`config.mk`:
```
export PLATFORM = sky130hd
export DESIGN_NAME = read_response_pipe
export DESIGN_NICKNAME = d
export VERILOG_FILES = /design/src/rtl/read_response_pipe_pkg.sv /design/src/rtl/read_response_fifo.sv /design/src/rtl/read_response_fifo_chk.sv /design/src/rtl/read_response_pipe.sv
export SDC_FILE = /design/constraint.sdc
export NUM_CORES = 1
export LEC_CHECK = 0
export ABC_AREA = 1
export CAP_MARGIN = 20
export CORE_ASPECT_RATIO = 1.2
export CORE_MARGIN = 4
export CORE_UTILIZATION = 30
export DETAILED_ROUTE_END_ITERATION = 12
export SLEW_MARGIN = 30
export SYNTH_ARGS = -nofsm -noshare
export SYNTH_HDL_FRONTEND = slang
export SYNTH_SLANG_ARGS = --single-unit
```
`constraint.sdc`:
```
create_clock -name clock -period 5 [get_ports clock]
set_input_delay 1.5 -clock clock [delete_from_list [all_inputs] [get_ports clock]]
set_output_delay 1.5 -clock clock [all_outputs]
set_load 0.05 [all_outputs]
```
`src/rtl/read_response_pipe_pkg.sv`:
```
// Shared widths and response-tag type for the VRF read response pipe.
package read_response_pipe_pkg;

    localparam int VRF_ADDR_W    = 13;
    localparam int READ_SOURCE_W = 4;
    localparam int INSTR_INDEX_W = 3;

    typedef struct packed {
        logic [READ_SOURCE_W-1:0] read_source;
        logic [INSTR_INDEX_W-1:0] instruction_index;
    } resp_tag_t;

    localparam int RESP_TAG_W = $bits(resp_tag_t);

    // Pointer width that stays legal for a single-entry FIFO.
    function automatic int ptr_width(input int depth);
        return (depth > 1) ? $clog2(depth) : 1;
    endfunction

endpackage

```
`src/rtl/read_response_fifo.sv`:
```
// Response FIFO with wrapping pointers and an unreset storage array.
module read_response_fifo
    import read_response_pipe_pkg::*;
#(
    parameter int WIDTH = 39,
    parameter int DEPTH = 4
) (
    input  logic             clock,
    input  logic             reset,
    input  logic             push,
    input  logic [WIDTH-1:0] push_data,
    input  logic             pop,
    output logic [WIDTH-1:0] head_data,
    output logic             empty
);

    localparam int PTR_W = ptr_width(DEPTH);
    localparam int CNT_W = PTR_W + 1;
    localparam logic [PTR_W-1:0] LAST_PTR = PTR_W'(DEPTH - 1);
    localparam logic [CNT_W-1:0] FULL_CNT = CNT_W'(DEPTH);

    logic [WIDTH-1:0] mem_r [DEPTH];
    logic [PTR_W-1:0] wr_ptr_r;
    logic [PTR_W-1:0] rd_ptr_r;
    logic [CNT_W-1:0] count_r;
    logic             full_s;
    logic             do_pop_s;

    assign full_s    = (count_r == FULL_CNT);
    assign empty     = (count_r == {CNT_W{1'b0}});
    assign do_pop_s  = pop & ~empty;
    assign head_data = mem_r[rd_ptr_r];

    // Pointer and occupancy bookkeeping.
    always_ff @(posedge clock) begin
        if (reset) begin
            wr_ptr_r <= {PTR_W{1'b0}};
            rd_ptr_r <= {PTR_W{1'b0}};
            count_r  <= {CNT_W{1'b0}};
        end else begin
            if (push) begin
                wr_ptr_r <= (wr_ptr_r == LAST_PTR) ? {PTR_W{1'b0}} : wr_ptr_r + PTR_W'(1);
            end
            if (do_pop_s) begin
                rd_ptr_r <= (rd_ptr_r == LAST_PTR) ? {PTR_W{1'b0}} : rd_ptr_r + PTR_W'(1);
            end
            case ({push, do_pop_s})
                2'b10:   count_r <= count_r + CNT_W'(1);
                2'b01:   count_r <= count_r - CNT_W'(1);
                default: count_r <= count_r;
            endcase
        end
    end

    // Payload storage; contents are meaningless until written, so no reset.
    always_ff @(posedge clock) begin
        if (push) begin
            mem_r[wr_ptr_r] <= push_data;
        end
    end

    read_response_fifo_chk u_chk (
        .clock (clock),
        .reset (reset),
        .push  (push),
        .full  (full_s)
    );

endmodule

```
`src/rtl/read_response_fifo_chk.sv`:
```
// Run-time check that the response FIFO never receives a write while full.
module read_response_fifo_chk (
    input logic clock,
    input logic reset,
    input logic push,
    input logic full
);

    // Credits should make this unreachable; a hit means the credit loop is broken.
    always @(posedge clock) begin
        if (!reset) begin
            assert (!(push && full))
                else $error("read_response_fifo: write attempted while full");
        end
    end

endmodule

```
`src/rtl/read_response_pipe.sv`:
```
// VRF read response pipe: credit-gated request issue, fixed-latency tag
// pipeline and an in-order response FIFO.
module read_response_pipe
    import read_response_pipe_pkg::*;
#(
    parameter int DATA_W       = 32,
    parameter int READ_LATENCY = 2,
    parameter int DEPTH        = 4
) (
    input  logic                     clock,
    input  logic                     reset,
    input  logic                     req_valid,
    output logic                     req_ready,
    input  logic [4:0]               req_vs,
    input  logic [7:0]               req_offset,
    input  logic [READ_SOURCE_W-1:0] req_readSource,
    input  logic [INSTR_INDEX_W-1:0] req_instructionIndex,
    output logic                     vrf_read_valid,
    output logic [VRF_ADDR_W-1:0]    vrf_read_addr,
    input  logic [DATA_W-1:0]        vrf_read_data,
    output logic                     resp_valid,
    input  logic                     resp_ready,
    output logic [DATA_W-1:0]        resp_data,
    output logic [READ_SOURCE_W-1:0] resp_readSource,
    output logic [INSTR_INDEX_W-1:0] resp_instructionIndex
);

    localparam int CNT_W   = $clog2(DEPTH + 1);
    localparam int ENTRY_W = DATA_W + RESP_TAG_W;

    logic [CNT_W-1:0]        credits_r;
    logic [READ_LATENCY-1:0] stage_valid_r;
    resp_tag_t               stage_tag_r [READ_LATENCY];
    resp_tag_t               req_tag_s;
    resp_tag_t               head_tag_s;
    logic [ENTRY_W-1:0]      push_entry_s;
    logic [ENTRY_W-1:0]      head_entry_s;
    logic                    accept_s;
    logic                    fire_s;
    logic                    push_s;
    logic                    fifo_empty_s;

    // Credits cover both in-flight reads and queued responses, so the FIFO can never overflow.
    assign req_ready      = ~reset & (credits_r < CNT_W'(DEPTH));
    assign accept_s       = req_valid & req_ready;
    assign vrf_read_valid = accept_s;
    assign vrf_read_addr  = {req_vs, req_offset};

    assign resp_valid = ~reset & ~fifo_empty_s;
    assign fire_s     = resp_valid & resp_ready;

    assign req_tag_s.read_source       = req_readSource;
    assign req_tag_s.instruction_index = req_instructionIndex;

    assign push_s       = stage_valid_r[READ_LATENCY-1];
    assign push_entry_s = {vrf_read_data, stage_tag_r[READ_LATENCY-1]};

    assign {resp_data, head_tag_s} = head_entry_s;
    assign resp_readSource         = head_tag_s.read_source;
    assign resp_instructionIndex   = head_tag_s.instruction_index;

    // Outstanding-request counter.
    always_ff @(posedge clock) begin
        if (reset) begin
            credits_r <= {CNT_W{1'b0}};
        end else begin
            case ({accept_s, fire_s})
                2'b10:   credits_r <= credits_r + CNT_W'(1);
                2'b01:   credits_r <= credits_r - CNT_W'(1);
                default: credits_r <= credits_r;
            endcase
        end
    end

    // Valid bits track reads in flight; clearing them drops any late VRF data.
    always_ff @(posedge clock) begin
        if (reset) begin
            stage_valid_r <= {READ_LATENCY{1'b0}};
        end else begin
            stage_valid_r[0] <= accept_s;
            for (int i = 1; i < READ_LATENCY; i++) begin
                stage_valid_r[i] <= stage_valid_r[i-1];
            end
        end
    end

    // Tag payload shifts alongside the valid bits; only meaningful where valid.
    always_ff @(posedge clock) begin
        stage_tag_r[0] <= req_tag_s;
        for (int i = 1; i < READ_LATENCY; i++) begin
            stage_tag_r[i] <= stage_tag_r[i-1];
        end
    end

    read_response_fifo #(
        .WIDTH (ENTRY_W),
        .DEPTH (DEPTH)
    ) u_fifo (
        .clock     (clock),
        .reset     (reset),
        .push      (push_s),
        .push_data (push_entry_s),
        .pop       (fire_s),
        .head_data (head_entry_s),
        .empty     (fifo_empty_s)
    );

endmodule

```
Word-level counts from Yosys, hierarchy flattened
Memories as Yosys holds them, arrays and structs flattened. A register that Yosys moved wholly into a read port is not among the register bits.
Cells that the tools add are included.
W data, S select, Z words.
Operators by class
  bitwise logic cells: 7
  $lt $le $gt $ge: 1
  reductions and logical operators: 3
  mux-type cells: 8
  equal/unequal tests: 6
  add/sub/neg operators: 6
Operator list (count)
  $pmux W3 S2: 2
  $eq A2 B2 Y1 const B: 4
  $mux W2: 4
  $add A3 B1 Y3 const B: 2
  $sub A3 B1 Y3 const B: 2
  $and A1 B1 Y1: 5
  $add A2 B1 Y2 const B: 2
  $eq A2 B1 Y1 const B: 2
  $reduce_bool A2 Y1: 2
  $logic_not A3 Y1: 1
  $lt A3 B3 Y1 const B: 1
  $mux W1: 2
  $not A1 Y1: 2
Word-level totals
  output and inout bits: 55
  memories: 2
  register bits: 12
  logic and storage cells: 38
  input bits: 56
  memory bits (writable): 170
Memory list
  u_fifo.mem_r: depth 4, width 39, rd ports 1, clocked after Yosys merged registers in 1, write ports 1, line read_response_fifo.sv:22  | logic [WIDTH-1:0] mem_r [DEPTH];
  stage_tag_r: depth 2, width 7, rd ports 2, clocked after Yosys merged registers in 0, write ports 2, line read_response_pipe.sv:33  | resp_tag_t stage_tag_r [READ_LATENCY];

Logic depth before layout (Yosys ltp)
  word-level depth: 7
  gate-level depth with buffers: 13
  gate-level depth less buffers: 13

Hierarchy
Synthesis repeated with hierarchy kept, for this count alone.
Second synthesis, totals
  cells, all modules: 503
  area total of the unflattened synthesis: 6894.1 um^2
By module, submodules not included
  read_response_fifo: area an instance 6268.5 um^2, sequential area each 4864.7 um^2, cells an instance 443, times used 1
  read_response_pipe: area an instance 625.6 um^2, sequential area each 380.4 um^2, cells an instance 60, times used 1

Least setup slack after synthesis
No wires, ideal clock.
  kind: input-to-output
  start point: input port reset
  end point: output port vrf_read_valid
  path slack: 0.760 ns
  cell stages on the path: 3
  data arrival time: 2.740 ns
  path through: nor2_1 nand2_1 inv_1
On the way
  cells in the longest elaborated chain, start to end: 3
Ends and longest elaborated chain
  start: declaration: line read_response_pipe.sv:11  | input logic reset,
  $not A1 Y1: line read_response_pipe.sv:44  | assign req_ready = ~reset & (credits_r < CNT_W'(DEPTH));
  $and A1 B1 Y1: line read_response_pipe.sv:44
  $and A1 B1 Y1: line read_response_pipe.sv:45  | assign accept_s = req_valid & req_ready;
  end: declaration: line read_response_pipe.sv:18  | output logic vrf_read_valid,
No other way between the ends.

Final worst setup path
Ends and elaborated chain as after synthesis.

==> run metrics <==
status=complete, no violations; Setup Buffers After CTS=0; Fin Clk Skew=roughly 0.013 ns; Syn Inst Count=between 500 and 600; clk slew on worst S/H paths=~0.07 ns; sequential cell area=5250 um2; Worst-Margin Slew=0.792 ns; row cnt=60; Synth Area in Adders=0.0185; pin count of the biggest net entering global routing=a little under 80; Slew Viols, Final=0; total wire length=around 14000 um; CTS buffer count=17; 1st-pass router iterations=4; worst path cell trace=clkdlybuf4s50_1 > nor2_1 > nand2_1 > inv_1 > clkdlybuf4s50_1; maximum VDD drop=about 0.22 mV; first-pass GRT wire length=~23000 um; syn_area_per_cell=13.7 um2; Rel. slew slack=0.472; CP max stage cell=clkdlybuf4s50_1; die area=25400 um2; RSZ-0062 raised after global routing=false; worst-path fanout max=6; synth unique cells=22; Synth Area in XOR/XNOR=0; DIE HEIGHT=~170 um; remaining antenna violation count=0; initial antenna violation count=1; max cap viols=0; Final setup viols=0; Skew-Pair Late Insertion Delay=around 0.42 ns; Synth Area in Compound Gates=0.100; Core Footprint=about 23000 um2; Port Buffers=between 80 and 90; Achievable Freq=approximately 0.21 GHz; mux cell area share after synthesis=0; Critical Path Max Stage Delay=between 0.7 and 0.8 ns; pre-CTS setup slack=0.362 ns; layout cells sized above 1=0.0739; worst min-delay path class=flip-flop to flip-flop; Lkg Pwr=about 0.0029 uW; Period Utilization, post-route=0.932; final RePlAce weighted congestion=roughly 0.73; Pwr Density=slightly above 400 nW/um2; Worst path most repeated cell=clkdlybuf4s50_1; Starting Density=0.306; vias post-DR=approximately 4000; Startpoint Class=input port; synthesized flop and latch total=roughly 180; Net Count, Synth=around 570; DR iter-0 viols=between 150 and 200; vias per inst=approximately 4.7; WL/cell=between 15 and 20 um; post-layout min period=~4.7 ns; CTS Sinks=~180; area of the multi-input gates=between 1000 and 1500 um2; # hold bufs at CTS=0; # fillers=between 2000 and 2500; post-cts resize count=0; critical path data arrival time=roughly 3.2 ns; area grow syn2layout=22.3%; Root Buffer=clkbuf_16; Ys Warns=0; Post-Synth Simple-Gate Area=0.0633; synthesized cell area=6880 um2; die width=146 um; TritonCTS clock tree=built; gr usage total=0.114; HPWL Detailed=roughly 7900 um; grt total ovfl=0; H-tree Lvls=4; Final #Nets=around 630; setup_tns=0 ns; CP endpoint kind=output pin; DRC=0; worst setup path category=input port to output pin; io pins=about 110; ANT cells=0; final hold violation count=0; combinational family with the most area after synthesis=compound AO/OA/AOI/OAI gates; clock buffer depth=2; register area share after synthesis=0.762; critical path required time=between 3 and 4 ns; vias in the first global route=~4300; post-route setup slack=around 0.34 ns
==> layout by cell type (no fill, tap or decap), types with 2 or more instances in the layout <==
cell / n
clkinvlp_4: 5
buf_4: 3
fa_1: 2
a21oi_1: 6
inv_4: 5
nor2_1: 88
clkinv_4: 3
nand3_1: 4
nand4_1: 2
edfxtp_1: 156
nand2_1: 18
dfxtp_1: 26
inv_8: 2
o21ai_0: 81
dfxtp_2: 2
o21ai_1: 2
clkbuf_16: 17
clkdlybuf4s50_1: 83
o22ai_1: 39
ha_1: 7
inv_1: 24
==> kinds of logic after synthesis <==
logic type	count (synthesis)
AOI/OAI and AO/OA	128
buffers and inverters	69
adders and majority gates	9
and+or+nand+nor	113
DFF	184
==> area by class of cell <==
cell class | count | share of cell area
repair buffers | 86 | 0.101
flip-flops and latches | 184 | 0.624
clock inverters | 14 | 0.0174
inverters | 30 | 0.0149
multi-input cells | 250 | 0.149
clock buffers | 18 | 0.0522
well taps | 279 | 0.0415
==> final timing paths <==
check	end	start	cells past startpoint	slack, ns
max reg2reg	credits_r[2]	u_fifo.count_r[1]	13	3.08
max	vrf_read_valid	reset	5	0.34
min reg2reg	stage_tag_r[0][11]	stage_tag_r[0][4]	0	0.33
min	stage_tag_r[0][11]	stage_tag_r[0][4]	0	0.33
==> registers in the layout (all words and copies together) (netlist names), named ones only <==
register         count
u_fifo.wr_ptr_r      2
u_fifo.mem_r       156
u_fifo.rd_ptr_r      2
credits_r            3
u_fifo.count_r       3
stage_valid_r        2
stage_tag_r         14
==> metrics by stage <==
step	instances	hold WS [ns]	area [um2]	utilization	total power, uW
after floorplan	503	0.310	6880	-	2070
after global placement	829	0.312	7820	0.347	2200
after detailed placement	829	0.312	7830	0.348	2210
after CTS	861	0.329	8410	0.374	3520
after global routing	861	0.341	8410	0.374	3610
final	861	0.329	8410	0.374	3470
==> cell usage after synthesis <==
library cell    n  area share
a21oi_1         6      0.0044
inv_2           1     0.00055
o21ai_0        81       0.059
clkbuf_2        3      0.0022
buf_2          10      0.0073
clkbuf_1        4      0.0022
buf_6           6      0.0098
clkbuf_4        2      0.0022
o22ai_1        39       0.035
nor3_1          1     0.00073
o21ai_1         2      0.0015
ha_1            7       0.013
edfxtp_1      156        0.68
dfxtp_1        28       0.081
nor2_1         88       0.048
fa_1            2      0.0058
nand3_1         4      0.0029
inv_1          28       0.015
nand2_1        18      0.0098
inv_4           1     0.00091
buf_4          14       0.015
nand4_1         2      0.0018
==> routing by layer <==
layer / wire length [um] / vias to the layer above / global-route usage
li1: - / 1930 / -
met2: 7560 / 69 / 0.199
met4: 162 / 2 / 0.0357
met1: 5870 / 1999 / 0.133
met3: 645 / 23 / 0.0378
met5: 13 / - / 0
==> power by group <==
group / total (uW) / internal, uW / switching (uW)
Combinational: 459 / 148 / 311
Clock: 1300 / 713 / 587
Sequential: 1710 / 1690 / 18.0
Total: 3470 / 2550 / 917
==> critical path, delay by kind of cell <==
family	cells	cell delay, ns
buffers and inverters	3	1.37
and+or+nand+nor	2	0.29
Note: power is estimated with default switching activity, not from simulation.
